$ cat config.mk
export PLATFORM = sky130hd
export DESIGN_NAME = hv_counter
export DESIGN_NICKNAME = d
export VERILOG_FILES = /design/src/rtl/pong_timing_pkg.sv /design/src/rtl/mod_n_counter.sv /design/src/rtl/hv_counter.sv
export SDC_FILE = /design/constraint.sdc
export NUM_CORES = 1
export LEC_CHECK = 0
export CORE_MARGIN = 4
export CORE_UTILIZATION = 40
export DETAILED_ROUTE_END_ITERATION = 8
export GPL_TIMING_DRIVEN = 0
export PLACE_DENSITY_LB_ADDON = 0.05
export SYNTH_ARGS = -nofsm -noshare
export SYNTH_HDL_FRONTEND = slang
export SYNTH_SLANG_ARGS = --single-unit
$ cat constraint.sdc
create_clock -name mclk -period 3.05 [get_ports mclk]
set_input_delay 0.61 -clock mclk [delete_from_list [all_inputs] [get_ports mclk]]
set_output_delay 0.61 -clock mclk [all_outputs]
set_load 0.01 [all_outputs]
$ cat src/rtl/pong_timing_pkg.sv
// Pong video timing constants and helpers.
// Shared by mod_n_counter and hv_counter.
package pong_timing_pkg;

  localparam int H_TOTAL = 455;
  localparam int V_TOTAL = 262;
  localparam int CW      = 9;

  // hcnt bit positions used by hsync
  localparam int H16 = 4;
  localparam int H32 = 5;
  localparam int H64 = 6;

  localparam int FRAME_ADV = H_TOTAL * V_TOTAL;

  // Next count for a mod-N counter. Anything
  // at or past the last value returns to 0, so
  // an illegal count recovers on one advance.
  function automatic logic [CW-1:0] mod_inc(
    input logic [CW-1:0] c,
    input logic [CW-1:0] last
  );
    logic [CW-1:0] r;
    if (c >= last) r = '0;
    else           r = CW'(c + 1'b1);
    return r;
  endfunction

endpackage

$ cat src/rtl/mod_n_counter.sv
// Mod-N counter with registered last-count flag.
// Ports: clk, _reset (sync, low), ce -> cnt, at_max, wrap.
module mod_n_counter
  import pong_timing_pkg::*;
#(
  parameter int N = H_TOTAL
) (
  input  logic          clk,
  input  logic          _reset,
  input  logic          ce,
  output logic [CW-1:0] cnt,
  output logic          at_max,
  output logic          wrap
);

  localparam logic [CW-1:0] LAST = CW'(N - 1);

  logic [CW-1:0] r_cnt;
  logic          r_at_max;
  logic [CW-1:0] w_nxt;

  assign w_nxt = mod_inc(r_cnt, LAST);

  // at_max is decoded from the next count so
  // it lines up with cnt without a cycle lag.
  always_ff @(posedge clk) begin
    if (!_reset) begin
      r_cnt    <= '0;
      r_at_max <= 1'b0;
    end else if (ce) begin
      r_cnt    <= w_nxt;
      r_at_max <= (w_nxt == LAST);
    end
  end

  assign cnt    = r_cnt;
  assign at_max = r_at_max;
  assign wrap   = ce & (r_cnt == LAST);

endmodule

$ cat src/rtl/hv_counter.sv
// Pong horizontal/vertical counter chain.
// Ports: mclk, _reset -> pix_ce, hcnt, vcnt,
//   hreset/_hreset, vreset/_vreset.
// Macro HV_COUNTER_DIV2_CE_EN: pix_ce = mclk/2.
module hv_counter
  import pong_timing_pkg::*;
(
  input  logic          mclk,
  input  logic          _reset,
  output logic          pix_ce,
  output logic [CW-1:0] hcnt,
  output logic [CW-1:0] vcnt,
  output logic          hreset,
  output logic          _hreset,
  output logic          vreset,
  output logic          _vreset
);

  logic w_ce;
  logic w_hwrap;
  logic w_hmax;
  logic w_vmax;

`ifdef HV_COUNTER_DIV2_CE_EN
  // Toggle starts at 0: first advance lands
  // on the second edge after reset release.
  logic r_ce;

  always_ff @(posedge mclk) begin
    if (!_reset) r_ce <= 1'b0;
    else         r_ce <= ~r_ce;
  end

  assign w_ce = r_ce;
`else
  assign w_ce = 1'b1;
`endif

  mod_n_counter #(
    .N (H_TOTAL)
  ) u_hcnt (
    .clk    (mclk),
    ._reset (_reset),
    .ce     (w_ce),
    .cnt    (hcnt),
    .at_max (w_hmax),
    .wrap   (w_hwrap)
  );

  // Line advances on the pixel that wraps hcnt.
  mod_n_counter #(
    .N (V_TOTAL)
  ) u_vcnt (
    .clk    (mclk),
    ._reset (_reset),
    .ce     (w_hwrap),
    .cnt    (vcnt),
    .at_max (w_vmax),
    .wrap   ()
  );

  assign pix_ce  = w_ce;
  assign hreset  = w_hmax;
  assign _hreset = ~w_hmax;
  assign vreset  = w_vmax;
  assign _vreset = ~w_vmax;

endmodule

======== Word level (Yosys, flattened, before mapping) ========
Cells that the tools add are included.
Widths: inputs -> output; s select.
storage, ports and cells
  bits in registers ....................... 20
  latch bits .............................. 0
  memory bits (writable) .................. 0
  ROM bits ................................ 0
  bits of input ports ..................... 2
  output and inout port bits .............. 23
  word-level logic and storage cells ...... 15
  memories ................................ 0
operators by class
  $add $sub $neg .......................... 2
  multipliers ............................. 0
  divide/modulo/power cells ............... 0
  magnitude comparators ................... 2
  equality and inequality tests ........... 3
  shift operators ......................... 0
  mux-type cells .......................... 2
  bitwise gates (word level) .............. 2
  reduce and logical (&&, ||, !) cells .... 0
operators by type and width
  kind                 number
  $eq 9x9->1 const B   3
  $add 9x1->9 const B  2
  $ge 9x9->1 const B   2
  $mux 9               2
  $not 1->1            2

======== Longest topological paths before layout ========
Gate-level depths: netlist of the first run.
  depth after elaboration ................. 3
  depth in mapped cells ................... 7
  gate-level depth less buffers ........... 6

======== Hierarchy ========
Synthesis of the first run repeated with hierarchy kept, for this count alone.
unflattened totals
  cells, all modules ...................... 157
  area total of the unflattened synthesis .. 1,288.7 µm²
modules (own cells, without submodules)
  module                   times used  cells each  area an instance (µm²)  seq. area each (µm²)
  mod_n_counter at u_vcnt  1           76          636.9                   200.2
  mod_n_counter at u_hcnt  1           77          633.1                   200.2
  hv_counter               1           4           18.8                    0.0

======== Worst setup path before layout of the first run ========
OpenSTA, ideal clock, no wires.
  kind .................................... register to register
  start point ............................. register u_vcnt.r_cnt[1], in the netlist u_vcnt.cnt[1]
  end point ............................... register u_vcnt.r_cnt[4], in the netlist u_vcnt.cnt[4]
  setup time .............................. 0.074 ns
  data arrival time ....................... 1.840 ns
  data required time ...................... 2.976 ns
  slack ................................... 1.136 ns
  cell stages (with the launch flop) ...... 7
  buffers on the path ..................... 0
  period minus slack after synthesis ...... 1.914 ns
  cell sequence ........................... dfxtp_1 -> inv_1 -> ha_1 -> o31a_1 -> o31a_1 -> or4_1 -> a31oi_1
on the way
  word-level cells in the longest chain between the ends .. 2
  elaborated cells on any way between the ends .. 3
  classes of those cells .................. add/sub (1); order compare (1); mux (1)
RTL lines
  element                                    line                                          RTL
  start, declared                            mod_n_counter.sv:18                           logic [CW-1:0] r_cnt;
  start signal, assigned                     mod_n_counter.sv:31                           r_cnt <= w_nxt;
  $add 9x1->9 or $ge 9x9->1 (tied branches)  pong_timing_pkg.sv:25, pong_timing_pkg.sv:24
  $mux 9 *                                   pong_timing_pkg.sv:24                         if (c >= last) r = '0;
Every way passes the cells marked *; elsewhere a longest branch is shown, timed or not.
A chain may end at the register's enable or synchronous reset.

======== Worst setup path after layout of the first run ========
Ends and elaborated chain as after synthesis.

==> results_dict.tcl, run 1 <==
set metrics [dict create \
    outcome "completed" \
    fin_setup_tns_ps 0 \
    globalRouteTotalUtil_pct 15.88 \
    cts_sinks 20 \
    ff2ff_path_depth 6 \
    pre_cts_ws_ps 1029 \
    htreeDepth 1 \
    grt_pass1_wl_um 4478 \
    fmax_mhz 488.6 \
    num_rows 18 \
    hold_buffers 0 \
    max_cap_violations 0 \
    dp_hpwl_um 1928 \
    yosysWarnings 0 \
    crit_type "register to register" \
    yosys.cell_count.top_type "dfxtp_1" \
    worstHoldStart "u_vcnt.cnt[1]" \
    synthesis.nets 141 \
    whs_ps 549.3 \
    grt_pass1_vias 986 \
    die_h_um 60.62 \
    rrSetupSlack_ps 1000 \
    min_path_type "register to register" \
    initial_core_util_pct 43.13 \
    final_util_pct 54.43 \
    clk_pin_slew_ps 120 \
    rr_startpoint "u_vcnt.cnt[1]" \
    crit_fanout 7 \
    yosys.area.top_type "dfxtp_1" \
    overflow 0 \
    viasPerCell 5.691 \
    core_mm2 0.002567 \
    drv_slew 0 \
    diodes 0 \
    die_w_um 60.62 \
    r2r_end "u_vcnt.cnt[4]" \
    cp-start-kind "register" \
    powerDensity_mw_per_mm2 324.0 \
    power_uw 452.9 \
    drtIter0Drc 59 \
    post_cts_resized 0 \
    gp_congestion 0.7977 \
    cts_setup_buffers 0 \
    ant_nets 0 \
    routed-via-count 1087 \
    power.leakage_nw 0.4835 \
    cts-root-buf "clkbuf_4" \
    cts_tree "done" \
    syn2layout_area_growth_pct 26.21 \
    rsz0062_at_grt "false" \
    synth_edf_count 0 \
    synth.distinct_cells 38 \
    drc 0 \
    end_kind "register" \
    hold_viol 0 \
    antenna_found_initial 0 \
    relSlewSlack_pct 52.28 \
    finalWorstSetupSlack_ps 1003 \
    nNetsFinal 169 \
    hold_depth 2 \
    netlist.area_leader.share_pct 36.16 \
    drive_gt1_share_pct 6.211 \
    critPathArrivalTime_ps 2280 \
    synthFlopType "dfxtp_1" \
    tightestPinTransition_ps 709.8 \
    port-buffer-count 23 \
    required_ps 3290 \
    synth_area_leaders "dfxtp_1, ha_1, nand3_1, nor2_1, xor2_1" \
    irDropWorstVdd_v 0.0002132 \
    yosysSeqAreaShare_pct 36.16 \
    grt_max_degree 11 \
    avgSynthCellArea_um2 8.202 \
    die_area_mm2 0.003674 \
    finalCriticalPeriod_ps 2047 \
    wirelength_um 2689 \
    clock_latency_ps 300 \
    hold_end "u_vcnt.cnt[1]" \
    yosys-top-cells-count "dfxtp_1, nor2_1, nand2_1, nand3_1" \
    wl_per_cell_um 14.08 \
    cts_inserted_buffers 3 \
    fin_crit_sh_pct 67.10 \
    ys_seq_elements 20 \
    fin_worst_skew_ps 5.543 \
    netlist_instances 135 \
    synth_area_mm2 0.001107 \
    first_pass_iters 4 \
    io_pins 25 \
    clk_path_buf_depth 2 \
    finalSetupViolations 0 \
    async_flop_share_pct 0 \
]
[registers in the layout, indices dropped and copies added, names as in the netlist]
signal         cells
u_hcnt.at_max      1
u_hcnt.cnt         9
u_vcnt.at_max      1
u_vcnt.cnt         9
[per-layer routing]
metal | vias up | GRT usage, % | wire [um]
met3 | 2 | 2.553 | 126
met1 | 507 | 23.13 | 1385
met2 | 24 | 23.51 | 1164
met5 | - | 0 | 0
li1 | 554 | - | -
met4 | 0 | 5.882 | 13
[stage by stage]
step | area [um^2] | std cells
6_report | 1398 | 191
5_1_grt | 1398 | 191
4_1_cts | 1398 | 191
3_5_place_dp | 1375 | 188
3_3_place_gp | 1375 | 188
2_1_floorplan | 1107 | 135
[worst max-delay path: stages (launching register included)]
cell     delay, ps
dfxtp_1        450
inv_1           70
ha_1           180
o31a_1         270
o31a_1         350
or4_1          490
a31oi_1        180
[layout by cell type (no fill, tap or decap), types with 2 or more instances in the layout]
master / n
o31a_1: 3
a31oi_1: 2
clkbuf_1: 5
dfxtp_1: 20
nand3_1: 10
nor3_1: 4
nand4_1: 2
clkbuf_4: 3
o31ai_1: 2
nand2b_1: 3
nand4b_1: 3
o32ai_1: 2
a21oi_1: 6
clkdlybuf4s50_1: 23
and3_1: 5
nand2_1: 10
nor2_1: 12
inv_1: 6
o21ai_0: 6
ha_1: 4
nand3b_1: 4
a31o_2: 2
nor4_1: 2
xor2_1: 5
and4b_1: 2
[power by group]
group          switching [mW]  internal (mW)  total, mW  leakage (nW)
logic                  0.0236         0.0227     0.0463         0.308
registers              0.0111          0.267      0.278         0.162
clock network          0.0826         0.0460      0.129        0.0138
total                   0.117          0.336      0.453         0.483
[layout make-up]
type	count	area [um^2]
well taps	30	37.54
plain buffers	6	26.28
flip-flops and latches	20	400.4
repair buffers	23	230.2
multi-input cells	103	658.1
fillers	266	1170
inverters	6	22.52
clock buffers	3	22.52
[cells by family (layout without fill, tap and decap cells)]
family,count (synthesis),count (layout),synth area share (%)
flip-flops,20,20,36.16
AO/OA/AOI/OAI,29,29,18.08
XOR/XNOR,6,6,4.746
buffers and inverters,12,38,4.407
AND/OR/NAND/NOR,63,63,31.75
adder cells (fa/ha/maj),4,4,4.520
other,1,1,0.3387
[worst max path at each step]
stage	from	to
after floorplan	u_vcnt.cnt[1]	u_vcnt.cnt[4]
after global placement	_reset	u_vcnt.at_max
after detailed placement	_reset	u_vcnt.at_max
after CTS	u_hcnt.cnt[1]	hcnt[1]
after global routing	u_vcnt.cnt[1]	u_vcnt.cnt[0]
final	u_vcnt.cnt[1]	u_vcnt.cnt[4]
No activity file was read; power rests on OpenSTA's default activity.
==> run 2: changes to the inputs <==
clock period = 1.89 ns   (was 3.05 ns; I/O delays follow)
==> results_dict.tcl, run 2 (same netlist as run 1, synthesis figures left out) <==
set metrics [dict create \
    outcome "completed" \
    path_cells "inv_1 -> ha_1 -> o31a_1 -> o31a_1 -> or4_1 -> a31oi_1" \
    cts_tree "done" \
    die_w_um 60.62 \
    rsz0062_at_grt "true" \
    drive_gt1_share_pct 18.56 \
    overflow 0 \
    final_common_cell "clkdlybuf4s50_1" \
    placed_cell_area_mm2 0.001376 \
    slowest_delay_ps 400 \
    fin_cells 197 \
    globalRouteTotalUtil_pct 16.93 \
    syn2layout_area_growth_pct 35.93 \
    clk_path_buf_depth 2 \
    min_path_type "register to register" \
    seqPwrFrac_pct 61.3 \
    irDropWorstVdd_v 0.0004420 \
    port-buffer-count 23 \
    drc 0 \
    drtIter0Drc 22 \
    hold_buffers 0 \
    ant_nets 0 \
    cp-start-kind "register" \
    hold_viol 0 \
    wl_per_cell_um 14.28 \
    p_sw_share_pct 25.39 \
    cp_common_cell "o31a_1" \
    finalCriticalPeriod_ps 1821 \
    first_pass_iters 4 \
    crit_fanout 4 \
    gp_congestion 0.7968 \
    fin_crit_sh_pct 96.38 \
    cts_inserted_buffers 3 \
    dp_hpwl_um 1941 \
    combPwrFrac_pct 10.9 \
    end_kind "register" \
    grt_max_degree 12 \
    power_uw 724.9 \
    nNetsFinal 175 \
    grt_pass1_vias 1036 \
    pre_cts_ws_ps -94.35 \
    die_area_mm2 0.003674 \
    clockPowerShare_pct 27.8 \
    crit_type "register to register" \
    finalSetupViolations 0 \
    viasPerCell 5.706 \
    num_rows 18 \
    htreeDepth 1 \
    wirelength_um 2813 \
    max_cap_violations 0 \
    required_ps 2130 \
    grt_pass1_wl_um 4767 \
    die_h_um 60.62 \
    layout_common_cells "clkdlybuf4s50_1, nor2_1, dfxtp_1" \
    design_area_mm2 0.001505 \
    power.leakage_nw 0.5314 \
    io_pins 25 \
    fin_setup_tns_ps 0 \
    powerDensity_mw_per_mm2 481.6 \
    diodes 0 \
    critPathArrivalTime_ps 2060 \
    cts-root-buf "clkbuf_4" \
    core_mm2 0.002567 \
    antenna_found_initial 0 \
    finalWorstSetupSlack_ps 68.50 \
    drv_slew 0 \
    clock_latency_ps 300 \
    initial_core_util_pct 43.13 \
    crit_path_top_delay_cell "or4_1" \
    clk_pin_slew_ps 110 \
    cts_sinks 20 \
    routed-via-count 1124 \
    p_switching_uw 184.1 \
    p_int_uw 540.8 \
    dp.cells 188 \
    fin_worst_skew_ps 7.433 \
    fmax_mhz 549.0 \
]
run 2: changes by cell type in the layout (fill, tap and decap cells not counted), sizes merged:
| cell | before | now |
|---|---|---|
| clkbuf | 8 | 5 |
| buf | 1 | 10 |
run 2: what timing repair did:
item,CTS,global route
resized for setup,9,8
setup endpoints to repair,9,11
pin swaps,4,3
cloned,0,0
setup buffers,4,5
run 2: final timing paths:
kind                                     from       endpoint  slack [ps]  cells past startpoint
worst max-delay path            u_vcnt.cnt[1]  u_vcnt.cnt[4]          70                      6
worst min-delay path            u_hcnt.cnt[0]  u_hcnt.cnt[0]         510                      1
worst max register to register  u_vcnt.cnt[1]  u_vcnt.cnt[4]          70                      6
worst min register to register  u_hcnt.cnt[0]  u_hcnt.cnt[0]         510                      1
run 2: layout make-up:
cell class | instances | area, um^2
clock buffers | 3 | 22.52
well taps | 30 | 37.54
inverters | 6 | 22.52
plain buffers | 3 | 15.01
repair buffers | 32 | 297.8
fillers | 258 | 1062
flip-flops and latches | 20 | 420.4
multi-input cells | 103 | 689.4
run 2: per-stage QoR:
step	utilization, %	hold slack [ps]
floorplan	-	488.4
global placement	53.61	485.7
detailed placement	53.61	493.0
CTS	56.24	517.5
global route	58.63	518.9
finish	58.63	507.3
run 2: power by group through the flow:
stage / combinational [mW] / sequential, mW / clock, mW
6_report: 0.0789 / 0.444 / 0.202
5_1_grt: 0.0864 / 0.449 / 0.224
4_1_cts: 0.0774 / 0.445 / 0.213
3_5_place_dp: 0.0739 / 0.457 / 0
3_3_place_gp: 0.0725 / 0.457 / 0
2_1_floorplan: 0.0399 / 0.458 / 0
run 2: critical path, delay by kind of cell (launching register included):
kind,cells,cell delay [ps]
AO/OA/AOI/OAI,3,770
adder cells (fa/ha/maj),1,170
AND/OR/NAND/NOR,1,400
flip-flops,1,380
buffers and inverters,1,40
run 2: metal layers:
metal	part of all wire [%]	global-route usage, %	vias to the layer above
li1	-	-	562
met5	0	0	-
met4	1.0	5.882	0
met2	45	26.26	37
met1	48	24.16	521
met3	5.6	2.128	4
==> run 3: changes to the inputs <==
CORE_MARGIN = 5   (was 4)
==> results_dict.tcl, run 3 (same netlist as run 1, synthesis figures left out) <==
set metrics [dict create \
    grt_max_degree 12 \
    min_path_type "register to register" \
    drive_gt1_share_pct 18.34 \
    cp-start-kind "register" \
    cts_sinks 20 \
    final_util_pct 55.96 \
    crit_type "register to register" \
    drtIter0Drc 39 \
    required_ps 2130 \
    drc 0 \
    irDropWorstVdd_v 0.0003889 \
    wirelength_um 2748 \
    ant_nets 0 \
    power_uw 791.0 \
    powerDensity_mw_per_mm2 521.6 \
    crit_fanout 4 \
    top_layer "met4" \
    num_rows 19 \
    grt_pass1_wl_um 4712 \
    nNetsFinal 176 \
    path_buf_inv 0 \
    clk_pin_slew_ps 120 \
    fin_cells 200 \
    viasPerCell 5.580 \
    grt_pass1_vias 1077 \
    fin_worst_skew_ps 6.434 \
    dp_hpwl_um 1909 \
    die_w_um 62.62 \
    antenna_found_initial 0 \
    path_cells "or4_4 -> o31a_1 -> or3_2 -> a21oi_2" \
    io_pins 25 \
    syn2layout_area_growth_pct 36.95 \
    first_pass_iters 4 \
    dp.cells 189 \
    clk_path_buf_depth 2 \
    rsz0062_at_grt "true" \
    wl_met3_um 96 \
    path_delay_family "simple AND/OR/NAND/NOR gates" \
    hold_viol 0 \
    hold_buffers 0 \
    die_h_um 62.62 \
    m1WireLength_um 1260 \
    layout_common_cells "clkdlybuf4s50_1, dfxtp_1, nor2_1" \
    globalRouteTotalUtil_pct 14.26 \
    initial_core_util_pct 40.86 \
    gp_congestion 0.8258 \
    slowest_delay_ps 560 \
    crit_path_top_delay_cell "or4_4" \
    max_cap_violations 0 \
    clock_latency_ps 310 \
    cts_inserted_buffers 3 \
    fin_crit_sh_pct 98.98 \
    end_kind "register" \
    finalSetupViolations 0 \
    cts_tree "done" \
    htreeDepth 1 \
    finalCriticalPeriod_ps 1871 \
    port-buffer-count 23 \
    drv_slew 0 \
    fmax_mhz 534.6 \
    wl_met2_um 1373 \
    routed-via-count 1116 \
    overflow 0 \
    outcome "completed" \
    power.leakage_nw 0.5402 \
    final_common_cell "clkdlybuf4s50_1" \
    core_mm2 0.002710 \
    n_fill_cell 270 \
    die_area_mm2 0.003921 \
    critPathArrivalTime_ps 2110 \
    diodes 0 \
    wl_per_cell_um 13.74 \
    cts-root-buf "clkbuf_4" \
]
[run 3: power by group]
group	total, mW	switching, mW	internal, mW
sequential	0.444	0.0149	0.429
clock	0.258	0.141	0.118
combinational	0.0889	0.0425	0.0464
[run 3: through the flow]
step	setup TNS [ps]	hold slack (ps)	setup slack [ps]	area, um^2
global route	-20.63	534.3	-11.27	1516
detailed placement	-330.4	492.2	-96.78	1378
global placement	-254.1	486.0	-69.91	1378
floorplan	0	488.4	14.08	1109
finish	0	502.7	19.27	1516
CTS	0	509.8	3.301	1454
[run 3: final cells by class]
| cell class | count | area [um^2] | area share (%) |
|---|---|---|---|
| timing repair buffer | 32 | 297.8 | 19.64 |
| multi-input combinational | 103 | 685.7 | 45.21 |
| buffer | 4 | 20.02 | 1.320 |
| clock buffer | 4 | 36.28 | 2.393 |
| inverter | 6 | 22.52 | 1.485 |
| tap | 31 | 38.79 | 2.558 |
| sequential | 20 | 415.4 | 27.39 |
[run 3: worst paths after layout]
kind,start,to,slack (ps),cells after the start
setup / recovery,u_vcnt.cnt[5],u_vcnt.cnt[1],20,4
hold / removal,u_hcnt.cnt[0],u_hcnt.cnt[0],500,1
setup reg to reg,u_vcnt.cnt[5],u_vcnt.cnt[1],20,4
hold reg to reg,u_hcnt.cnt[0],u_hcnt.cnt[0],500,1
[run 3: repair_timing]
action,4_1_cts,5_1_grt
endpoints found under the setup margin,9,10
gates resized for setup,7,8
pin swaps,3,1
setup buffers,3,6
[run 3: per-layer routing]
metal | track usage (%) | vias to the layer above
li1 | - | 563
met1 | 16.28 | 531
met2 | 26.04 | 20
met3 | 3.957 | 2
met4 | 3.183 | 0
met5 | 0 | -
